## config.mk

```make
export PLATFORM = sky130hd
export DESIGN_NAME = fifo_rd_stream
export DESIGN_NICKNAME = d
export VERILOG_FILES = /design/src/rtl/fifo_stream_pkg.sv /design/src/rtl/stream_skid_buf.sv /design/src/rtl/fifo_rd_stream.sv
export SDC_FILE = /design/constraint.sdc
export NUM_CORES = 1
export LEC_CHECK = 0
export CORE_MARGIN = 4
export CORE_UTILIZATION = 42
export DETAILED_ROUTE_END_ITERATION = 6
export PLACE_DENSITY = 0.73
export SETUP_SLACK_MARGIN = 0.15
export SLEW_MARGIN = 40
export SYNTH_ARGS = -nofsm -noshare
export SYNTH_HDL_FRONTEND = slang
export SYNTH_SLANG_ARGS = --single-unit
```

## constraint.sdc

```tcl
create_clock -name clk -period 1.48 [get_ports clk]
set_input_delay 0.37 -clock clk [delete_from_list [all_inputs] [get_ports clk]]
set_output_delay 0.37 -clock clk [all_outputs]
set_load 0.02 [all_outputs]
```

## src/rtl/fifo_stream_pkg.sv

```systemverilog
// Shared types for the FIFO read-side stream path: the output buffer state
// encoding (which doubles as the word count) and the buffer depth.
package fifo_stream_pkg;

  // Encoding equals the number of words held, so it maps straight onto level.
  typedef enum logic [1:0] {
    S_EMPTY = 2'd0,
    S_ONE   = 2'd1,
    S_FULL  = 2'd2
  } buf_state_t;

  localparam int unsigned BUF_DEPTH = 2;

  // Word count held in the buffer for a given state.
  function automatic logic [1:0] state_level(input buf_state_t s);
    return s;
  endfunction

endpackage

```

## src/rtl/stream_skid_buf.sv

```systemverilog
// Two-slot in-order buffer with registered state. The write side (push) and
// read side (pop) are independent; the state tracks occupancy so the caller
// can stop pushing when full without looking at the read side.
module stream_skid_buf
  import fifo_stream_pkg::*;
#(
  parameter int unsigned DATA_WIDTH = 8
) (
  input  logic                  clk,
  input  logic                  reset,
  input  logic                  push,
  input  logic [DATA_WIDTH-1:0] wdata,
  input  logic                  pop,
  output logic [DATA_WIDTH-1:0] rdata,
  output logic                  valid,
  output logic                  full,
  output buf_state_t            state
);

  localparam int unsigned PtrW = $clog2(BUF_DEPTH);

  logic [DATA_WIDTH-1:0] slot_q [BUF_DEPTH];
  logic [PtrW-1:0]       head_q, head_d;
  logic [PtrW-1:0]       tail_q, tail_d;
  buf_state_t            state_q, state_d;
  logic                  push_ok, pop_ok;

  // Ignore requests the current occupancy cannot honour.
  assign push_ok = push && (state_q != S_FULL);
  assign pop_ok  = pop && (state_q != S_EMPTY);

  // Occupancy and pointer next-state.
  always_comb begin
    state_d = state_q;
    head_d  = head_q;
    tail_d  = tail_q;
    if (push_ok) tail_d = tail_q + PtrW'(1);
    if (pop_ok)  head_d = head_q + PtrW'(1);
    case (state_q)
      S_EMPTY: begin
        if (push_ok) state_d = S_ONE;
      end
      S_ONE: begin
        if (push_ok && !pop_ok)      state_d = S_FULL;
        else if (pop_ok && !push_ok) state_d = S_EMPTY;
      end
      S_FULL: begin
        if (pop_ok) state_d = S_ONE;
      end
      default: state_d = S_EMPTY;
    endcase
  end

  // State and pointer registers.
  always_ff @(posedge clk or posedge reset) begin
    if (reset) begin
      state_q <= S_EMPTY;
      head_q  <= '0;
      tail_q  <= '0;
    end else begin
      state_q <= state_d;
      head_q  <= head_d;
      tail_q  <= tail_d;
    end
  end

  // Slot storage; a push writes the tail slot at the same edge the FIFO pops.
  always_ff @(posedge clk or posedge reset) begin
    if (reset) begin
      for (int i = 0; i < BUF_DEPTH; i++) slot_q[i] <= '0;
    end else if (push_ok) begin
      slot_q[tail_q] <= wdata;
    end
  end

  // Outputs come only from registers: no path from push/pop/wdata.
  assign rdata = slot_q[head_q];
  assign valid = (state_q != S_EMPTY);
  assign full  = (state_q == S_FULL);
  assign state = state_q;

endmodule

```

## src/rtl/fifo_rd_stream.sv

```systemverilog
// FIFO read-side consumer: pops narrow words into a 2-entry buffer whenever
// there is room, and presents them on a registered valid/ready stream.
// rd never depends on m_ready, so downstream back-pressure has no
// combinational path to the FIFO pop strobe.
// Optional statistics counters: define FIFO_RD_STREAM_STATS_EN.
module fifo_rd_stream
  import fifo_stream_pkg::*;
#(
  parameter int unsigned DATA_WIDTH = 8,
  parameter int unsigned CNT_WIDTH  = 16
) (
  input  logic                  clk,
  input  logic                  reset,
  input  logic                  empty,
  input  logic [DATA_WIDTH-1:0] r_data,
  output logic                  rd,
  output logic                  m_valid,
  input  logic                  m_ready,
  output logic [DATA_WIDTH-1:0] m_data,
  output logic [1:0]            level
`ifdef FIFO_RD_STREAM_STATS_EN
  ,
  output logic [CNT_WIDTH-1:0]  words_out,
  output logic [CNT_WIDTH-1:0]  stall_cycles
`endif
);

  if (CNT_WIDTH == 0 || DATA_WIDTH == 0) begin : g_bad_width
    $error("fifo_rd_stream: DATA_WIDTH and CNT_WIDTH must be non-zero");
  end

  logic       buf_full;
  logic       pop;
  buf_state_t buf_state;

  // Pop the FIFO whenever it has data and the buffer has a free slot.
  assign rd  = ~empty && !buf_full;
  assign pop = m_valid && m_ready;

  stream_skid_buf #(
    .DATA_WIDTH(DATA_WIDTH)
  ) u_buf (
    .clk  (clk),
    .reset(reset),
    .push (rd),
    .wdata(r_data),
    .pop  (pop),
    .rdata(m_data),
    .valid(m_valid),
    .full (buf_full),
    .state(buf_state)
  );

  assign level = state_level(buf_state);

`ifdef FIFO_RD_STREAM_STATS_EN
  logic [CNT_WIDTH-1:0] words_q, stall_q;

  // Accepted-word and back-pressure counters; both wrap naturally.
  always_ff @(posedge clk or posedge reset) begin
    if (reset) begin
      words_q <= '0;
      stall_q <= '0;
    end else begin
      if (pop)                 words_q <= words_q + CNT_WIDTH'(1);
      if (m_valid && !m_ready) stall_q <= stall_q + CNT_WIDTH'(1);
    end
  end

  assign words_out    = words_q;
  assign stall_cycles = stall_q;
`endif

endmodule

```

# [Word-level counts from Yosys, hierarchy flattened]
# Index checks and enable logic that the tools add are counted.
[word_totals] word_cells=43 out_inout_bits=12 in_bits=12 ff_bits=20
[classes] bitwise_logic=3 n_reduce_logical=13 add_sub_neg=2 n_lt_le_gt_ge=3 mux=11 n_eq_ne=6
[ops] op="$mux 8" count=4
[ops] op="$bwmux 16" count=1
[ops] op="$demux 8 s1" count=1
[ops] op="$mux 2" count=4
[ops] op="$logic_and 1x1->1" count=7
[ops] op="$pmux 2 s3" count=1
[ops] op="$ge 2x2->1 const B" count=2
[ops] op="$ne 2x1->1 const B" count=2
[ops] op="$not 1->2" count=2
[ops] op="$logic_not 1->1" count=3
[ops] op="$ne 3x1->1 const B" count=1
[ops] op="$reduce_and 3->1" count=1
[ops] op="$add 1x1->1 const B" count=2
[ops] op="$eq 2x1->1 const B" count=1
[ops] op="$eq 2x2->1 const B" count=1
[ops] op="$logic_not 2->1" count=1
[ops] op="$lt 2x1->1 const B" count=1
[ops] op="$ne 2x2->1 const B" count=1
[ops] op="$reduce_bool 2->1" count=1
[ops] op="$not 1->1" count=1

# [Logic depth before layout (Yosys ltp)]
# Gate-level depths: netlist (run 1).
[logic_depth] ltp_word=9 mapped_depth=6 mapped_depth_nobuf=5

# [Cells and area by module]
# A second synthesis (run 1) with hierarchy kept.
[hier_totals] hier_cells=64 hier_area_um2=943.4
[by_module_without_submodules] module="stream_skid_buf" area_per_inst_um2=933.4 seq_area_each_um2=500.5 instances=1 cells_each=62
[by_module_without_submodules] module="fifo_rd_stream" area_per_inst_um2=10.0 seq_area_each_um2=0.0 instances=1 cells_each=2

# [Least setup slack after synthesis (run 1)]
# OpenSTA, ideal clock, no wires.
[synth_path] path_type="reg2reg" from="register u_buf.state_q[1] (netlist: u_buf.state[1])" to="register u_buf.slot_q[10] in the netlist's numbering" synth_period_minus_slack_ps=1639 stages_incl_launch_ff=6 path_buffers=2 setup_slack_ps=-159 setup_time_ps=125 required_time_ps=1355 arrival_ps=1514 cell_sequence="dfrtp_1 nor2b_1 buf_6 or3_1 buf_6 mux2_4"
[synth_via] elab_chain_cells=4 word_cells_on_any_way=5 cone_classes="2 x eq/ne; 3 x reduce/logical"
[synth_rtl] element="start, declared" line="stream_skid_buf.sv:25" rtl="buf_state_t state_q, state_d;"
[synth_rtl] element="start signal, assigned" line="stream_skid_buf.sv:61" rtl="state_q <= state_d;"
[synth_rtl] element="$eq 2x2->1" line="stream_skid_buf.sv:79" rtl="assign full = (state_q == S_FULL);"
[synth_rtl] element="$logic_not 1->1" line="fifo_rd_stream.sv:37" rtl="assign rd = ~empty && !buf_full;"
[synth_rtl] element="$logic_and 1x1->1" line="fifo_rd_stream.sv:37"
[synth_rtl] element="$logic_and 1x1->1 (*)" line="stream_skid_buf.sv:29" rtl="assign push_ok = push && (state_q != S_FULL);"
[synth_rtl] element="end signal, assigned by index" line="stream_skid_buf.sv:72" rtl="slot_q[tail_q] <= wdata;"
[synth_rtl] element="end, declared" line="stream_skid_buf.sv:22" rtl="logic [DATA_WIDTH-1:0] slot_q [BUF_DEPTH];"
# Every way passes the cells marked *; elsewhere a longest branch is shown, timed or not.
# A chain may end at the register's enable or synchronous reset.

# [Worst setup path in the final report (run 1)]
[layout_path] from="register u_buf.head_q" to="output m_data[0]"
[layout_via] elab_chain_cells=4
[layout_rtl] element="start, declared" line="stream_skid_buf.sv:23" rtl="logic [PtrW-1:0] head_q, head_d;"
[layout_rtl] element="start signal, assigned" line="stream_skid_buf.sv:58" rtl="head_q <= '0;"
[layout_rtl] element="start signal, assigned" line="stream_skid_buf.sv:62" rtl="head_q <= head_d;"
[layout_rtl] element="$not 1->2 (implied by the code)" line="stream_skid_buf.sv:77" rtl="assign rdata = slot_q[head_q];"
[layout_rtl] element="$mux 8 (implied by the code) (3 in a row)" line="stream_skid_buf.sv:77"
[layout_rtl] element="end, declared" line="fifo_rd_stream.sv:19" rtl="output logic [DATA_WIDTH-1:0] m_data,"
# No other way between the ends. The select of a mux whose other input is x is not followed.

==> results of run 1 <==
[path summary, 6_finish.rpt]
kind                                                  start                           to  depth (start not counted)
worst min-delay path                                  reset  u_buf.slot_q[6]$_DFFE_PP0P_                          3
worst max-delay path               u_buf.head_q$_DFFE_PP0P_                    m_data[0]                          3
worst min register to register  u_buf.slot_q[7]$_DFFE_PP0P_  u_buf.slot_q[7]$_DFFE_PP0P_                          1
worst max register to register   u_buf.state[1]$_DFFE_PP0P_  u_buf.slot_q[3]$_DFFE_PP0P_                          5
min in group clk                u_buf.slot_q[7]$_DFFE_PP0P_  u_buf.slot_q[7]$_DFFE_PP0P_                          1
max in group asynchronous                             reset   u_buf.state[0]$_DFFE_PP0P_                          3
[worst max-delay path, stage by stage (launching register included)]
cell	delay, ns
dfrtp_2	0.40
buf_6	0.13
mux2_2	0.34
buf_6	0.14
[synth_stat cells]
cell / count / area share
clkbuf_1: 1 / 0.0039
mux2_4: 8 / 0.13
inv_1: 3 / 0.012
nor3b_4: 1 / 0.020
o22ai_1: 1 / 0.0066
or3_1: 1 / 0.0066
mux2_2: 16 / 0.19
o21ai_0: 2 / 0.011
nor2b_1: 1 / 0.0066
nand3b_1: 1 / 0.0079
or2_2: 1 / 0.0066
mux2i_1: 1 / 0.011
nor2_1: 2 / 0.0079
nand2_1: 3 / 0.012
ha_1: 1 / 0.013
buf_6: 2 / 0.024
xnor2_1: 1 / 0.0092
dfrtp_1: 20 / 0.53
[routing by layer]
metal	routed length [µm]	GRT usage	vias to the layer above	part of all wire
met1	929	0.175	339	0.44
met5	0	0	-	0
met2	1030	0.240	19	0.48
met4	40	0.0660	0	0.019
met3	126	0.0536	4	0.059
li1	-	-	320	-
[what timing repair did]
item | in CTS | in global routing
resized for setup | 91 | 6
setup endpoints to repair | 30 | 30
buffers inserted | 5 | 2
cloned | 0 | 0
endpoints found under the hold margin | 0 | 0
pin swaps | 1 | 3
[cells by family (layout without fill, tap and decap cells)]
logic type | after synthesis | after routing | synth area share
buffers and inverters | 6 | 52 | 0.0395
AND/OR/NAND/NOR | 10 | 10 | 0.0672
AO/OA/AOI/OAI | 3 | 3 | 0.0171
XOR/XNOR | 1 | 1 | 0.00922
flip-flops | 20 | 20 | 0.527
multiplexers | 25 | 25 | 0.327
adder cells (fa/ha/maj) | 1 | 1 | 0.0132
[sequential cells by signal, indices dropped and copies added (netlist names)]
register / cells
u_buf.head_q: 1
u_buf.state: 2
u_buf.tail_q: 1
u_buf.slot_q: 16
[power by group]
part / leakage (µW) / internal [µW] / switching, µW
Combinational: 0.000460 / 1380 / 844
Clock: 0.0000210 / 150 / 165
Sequential: 0.000233 / 829 / 173
Total: 0.000714 / 2360 / 1180
[metrics by stage]
| stage | TNS, ns | hold WS, ns |
|---|---|---|
| global placement | -9.31 | 0.487 |
| CTS | -1.75 | 0.378 |
| floorplan | -1.61 | 0.334 |
| global route | -2.60 | 0.388 |
| detailed placement | -9.75 | 0.494 |
| finish | -1.63 | 0.374 |
[final cells by class]
cell class / count / area [µm²]
fill: 140 / 539
sequential: 20 / 504
multi-input combinational: 40 / 482
timing repair buffer: 45 / 455
clock buffer: 4 / 36.3
tap: 27 / 33.8
inverter: 3 / 11.3
==> impl_metrics.tcl, run 1 <==
set metrics [dict create \
    status "complete, but fails checks" \
    violations "setup timing" \
    pre_cts_ws_ns -0.434 \
    yosys_warnings 0 \
    crit_path_start_kind "register" \
    worstSkewPairLatency_ns 0.30 \
    grtUsageTotal 0.148 \
    crit_type "reg -> out" \
    r2r_setup_slack_ns -0.03 \
    period_minus_slack_ns 1.68 \
    p_total_uw 3550 \
    firstDrtPassIters 2 \
    synth_nets 79 \
    skew_ns 0.00198 \
    final_common_cell "buf_6" \
    avgSynthCellArea_um2 14.4 \
    ys_seq_area_frac 0.527 \
    fmax_mhz 597 \
    area_delta_synth_final_pct 60.3 \
    drtIter0Drc 4 \
    dieArea_um2 3090 \
    leakage_uw 0.000714 \
    viasPerCell 4.91 \
    grt_pass1_wl_um 3570 \
    cts_buffers 3 \
    power_density_nw_per_um2 2330 \
    final_util 0.738 \
    antenna_found_initial 0 \
    port_buffers 23 \
    layout_common_cells "buf_6 (19), dfrtp_1 (17), mux2_4 (16)" \
    worst_slew_margin_rel 0.834 \
    cts.sinks 20 \
    arrival_ns 1.31 \
    final_cells 139 \
    num_vias 682 \
    wl_um 2130 \
    finish.instance_area_um2 1520 \
    cts_tree "yes" \
    synth.cell_area_um2 950 \
    tightest_slew_ns 0.249 \
    setup_ws_ns -0.196 \
    period_share 1.13 \
    grt_max_degree 21 \
    drv_slew 0 \
    dpl_cell_area_um2 1340 \
    hold_viol_final 0 \
    rows 16 \
    grt_pass1_vias 760 \
    routedWlPerCell_um 15.3 \
    final_nets 126 \
    crit_path_end_kind "output port" \
    worstPathRequired_ns 1.11 \
    cts_root_buf "clkbuf_4" \
    clk_pin_slew_ns 0.11 \
    synthCells 66 \
    gp_congestion 0.659 \
    cts_hold_buf 0 \
    worstHoldPathType "in -> async" \
    yosys_register_bits 20 \
    setup_viol 16 \
    cts.path.max_buffers 2 \
    cp_max_fo 5 \
    die-width_um 55.6 \
    die-height_um 55.6 \
    maxCapViolations 0 \
    ys_types 18 \
    rsz0062_at_grt "true" \
    drive_gt1_frac 0.652 \
    dpl.hpwl_um 1390 \
    num_io_pins 24 \
    placedCellCount 128 \
    n_antenna_cell 0 \
    post-route-drc-count 0 \
    peakVddDrop_v 0.00143 \
    overflow 0 \
    start_util 0.461 \
    postRouteAntennaNets 0 \
    htreeDepth 1 \
    core_area_um2 2060 \
]
No activity file was read; power rests on OpenSTA's default activity.
==> run 2: changes to the inputs <==
CORE_UTILIZATION = 54   (was 42)
DONT_BUFFER_PORTS = 1   (was unset)
PLACE_DENSITY = unset   (was 0.73)
PLACE_DENSITY_LB_ADDON = 0.25   (was unset)
==> impl_metrics.tcl, run 2 (synthesized netlist as in run 1, its figures left out) <==
set metrics [dict create \
    status "complete, but fails checks" \
    violations "setup timing" \
    worstHoldPathType "in -> reg" \
    peakVddDrop_v 0.00173 \
    viasPerCell 5.94 \
    worstSkewPairLatency_ns 0.31 \
    die-width_um 49.9 \
    port_buffers 0 \
    start_util 0.602 \
    dieArea_um2 2490 \
    crit_path_start_kind "register" \
    dpl_cell_area_um2 1050 \
    dpl.hpwl_um 1170 \
    drive_gt1_frac 0.678 \
    tightest_slew_ns 0.250 \
    period_minus_slack_ns 1.60 \
    r2r_end "u_buf.state[1]$_DFFE_PP0P_" \
    layout_common_cells "mux2_4 (24), dfrtp_1 (17), buf_6 (15)" \
    setup_ws_ns -0.118 \
    regMostFlops "u_buf.slot_q" \
    cts_tree "yes" \
    firstDrtPassIters 4 \
    r2r_cells 7 \
    min_from "m_ready" \
    arrival_ns 1.23 \
    drtIter0Drc 7 \
    n_antenna_cell 0 \
    r2r_setup_slack_ns -0.05 \
    finish.instance_area_um2 1340 \
    core_area_um2 1580 \
    whs_ns 0.131 \
    hold_viol_final 0 \
    min_to "u_buf.state[1]$_DFFE_PP0P_" \
    cts.path.max_buffers 2 \
    grtUsageTotal 0.205 \
    fmax_mhz 626 \
    num_io_pins 24 \
    pre_cts_ws_ns -0.0452 \
    routedWlPerCell_um 23.5 \
    period_share 1.08 \
    min_delay_path_depth 1 \
    power_density_nw_per_um2 2550 \
    htreeDepth 1 \
    rsz0062_at_grt "true" \
    leakage_uw 0.000650 \
    num_vias 630 \
    area_delta_synth_final_pct 41.1 \
    final_common_cell "mux2_4" \
    grt_pass1_wl_um 3640 \
    crit_type "reg -> out" \
    grt_pass1_vias 707 \
    maxCapViolations 0 \
    cts_root_buf "clkbuf_4" \
    overflow 0 \
    worstPathRequired_ns 1.11 \
    worstReg2RegStart "u_buf.state[1]$_DFFE_PP0P_" \
    drv_slew 0 \
    post-route-drc-count 0 \
    cp_max_fo 5 \
    cts.sinks 20 \
    cts_buffers 3 \
    skew_ns 0.00630 \
    worst_slew_margin_rel 0.833 \
    final_nets 104 \
    grt_max_degree 21 \
    crit_path_end_kind "output port" \
    gp_congestion 0.798 \
    wl_um 2500 \
    postRouteAntennaNets 0 \
    die-height_um 49.9 \
    antenna_found_initial 0 \
    rows 14 \
    largest_reg_flops 16 \
    setup_viol 23 \
    clk_pin_slew_ns 0.11 \
]
-- run 2: cell types whose count changed in the layout (fill, tap and decap cells not counted), sizes merged --
cell           change
dlygate4sd3        +1
bufinv             +1
clkdlybuf4s50     -10
buf               -12
dlygate4sd2        -1
clkbuf             -1
-- run 2: how the worst max path moves through the flow --
stage | from | end | slack (ns) | depth (start not counted)
5_1_grt | u_buf.head_q$_DFFE_PP0P_ | m_data[5] | -0.15 | 2
6_report | u_buf.head_q$_DFFE_PP0P_ | m_data[5] | -0.12 | 2
3_3_place_gp | u_buf.state[1]$_DFFE_PP0P_ | u_buf.slot_q[8]$_DFFE_PP0P_ | 0.01 | 4
2_1_floorplan | u_buf.state[1]$_DFFE_PP0P_ | u_buf.slot_q[10]$_DFFE_PP0P_ | -0.11 | 5
4_1_cts | u_buf.head_q$_DFFE_PP0P_ | m_data[5] | -0.13 | 2
3_5_place_dp | u_buf.state[1]$_DFFE_PP0P_ | u_buf.slot_q[13]$_DFFE_PP0P_ | -0.05 | 4
-- run 2: critical path, stage by stage (launching register included) --
cell,delay [ns]
dfrtp_2,0.44
buf_6,0.14
mux2_4,0.34
-- run 2: report_power, final --
part / leakage, µW / switching, µW / internal (µW)
clock: 0.0000279 / 178 / 274
combinational: 0.000389 / 810 / 1120
sequential: 0.000233 / 206 / 829
-- run 2: timing repair --
item / in CTS / in global routing
setup buffers: 10 / 1
endpoints found under the hold margin: 20 / 0
endpoints found under the setup margin: 29 / 30
pin swaps: 4 / 4
hold buffers: 1 / 0
resized for setup: 35 / 4
-- run 2: layout make-up --
type / instances / area [µm²]
clock buffer: 3 / 22.5
clock inverter: 1 / 30.0
fill: 76 / 236
inverter: 3 / 11.3
multi-input combinational: 40 / 520
sequential: 20 / 504
tap: 16 / 20.0
timing repair buffer: 23 / 231
-- run 2: per-layer routing --
layer / vias to the layer above / wire length (µm) / global-route usage
met5: - / 0 / 0
met4: 0 / 31 / 0.0968
met3: 4 / 141 / 0.0542
met2: 29 / 1290 / 0.308
met1: 320 / 1040 / 0.274
li1: 277 / - / -
-- run 2: stage by stage --
stage,power (µW),std cells,TNS [ns],utilization
after floorplan,2080,66,-1.61,-
after global placement,2300,90,0,0.667
after detailed placement,2330,90,-0.213,0.667
after CTS,3290,105,-1.17,0.828
after global routing,3570,106,-1.85,0.850
final,3420,106,-1.33,0.850
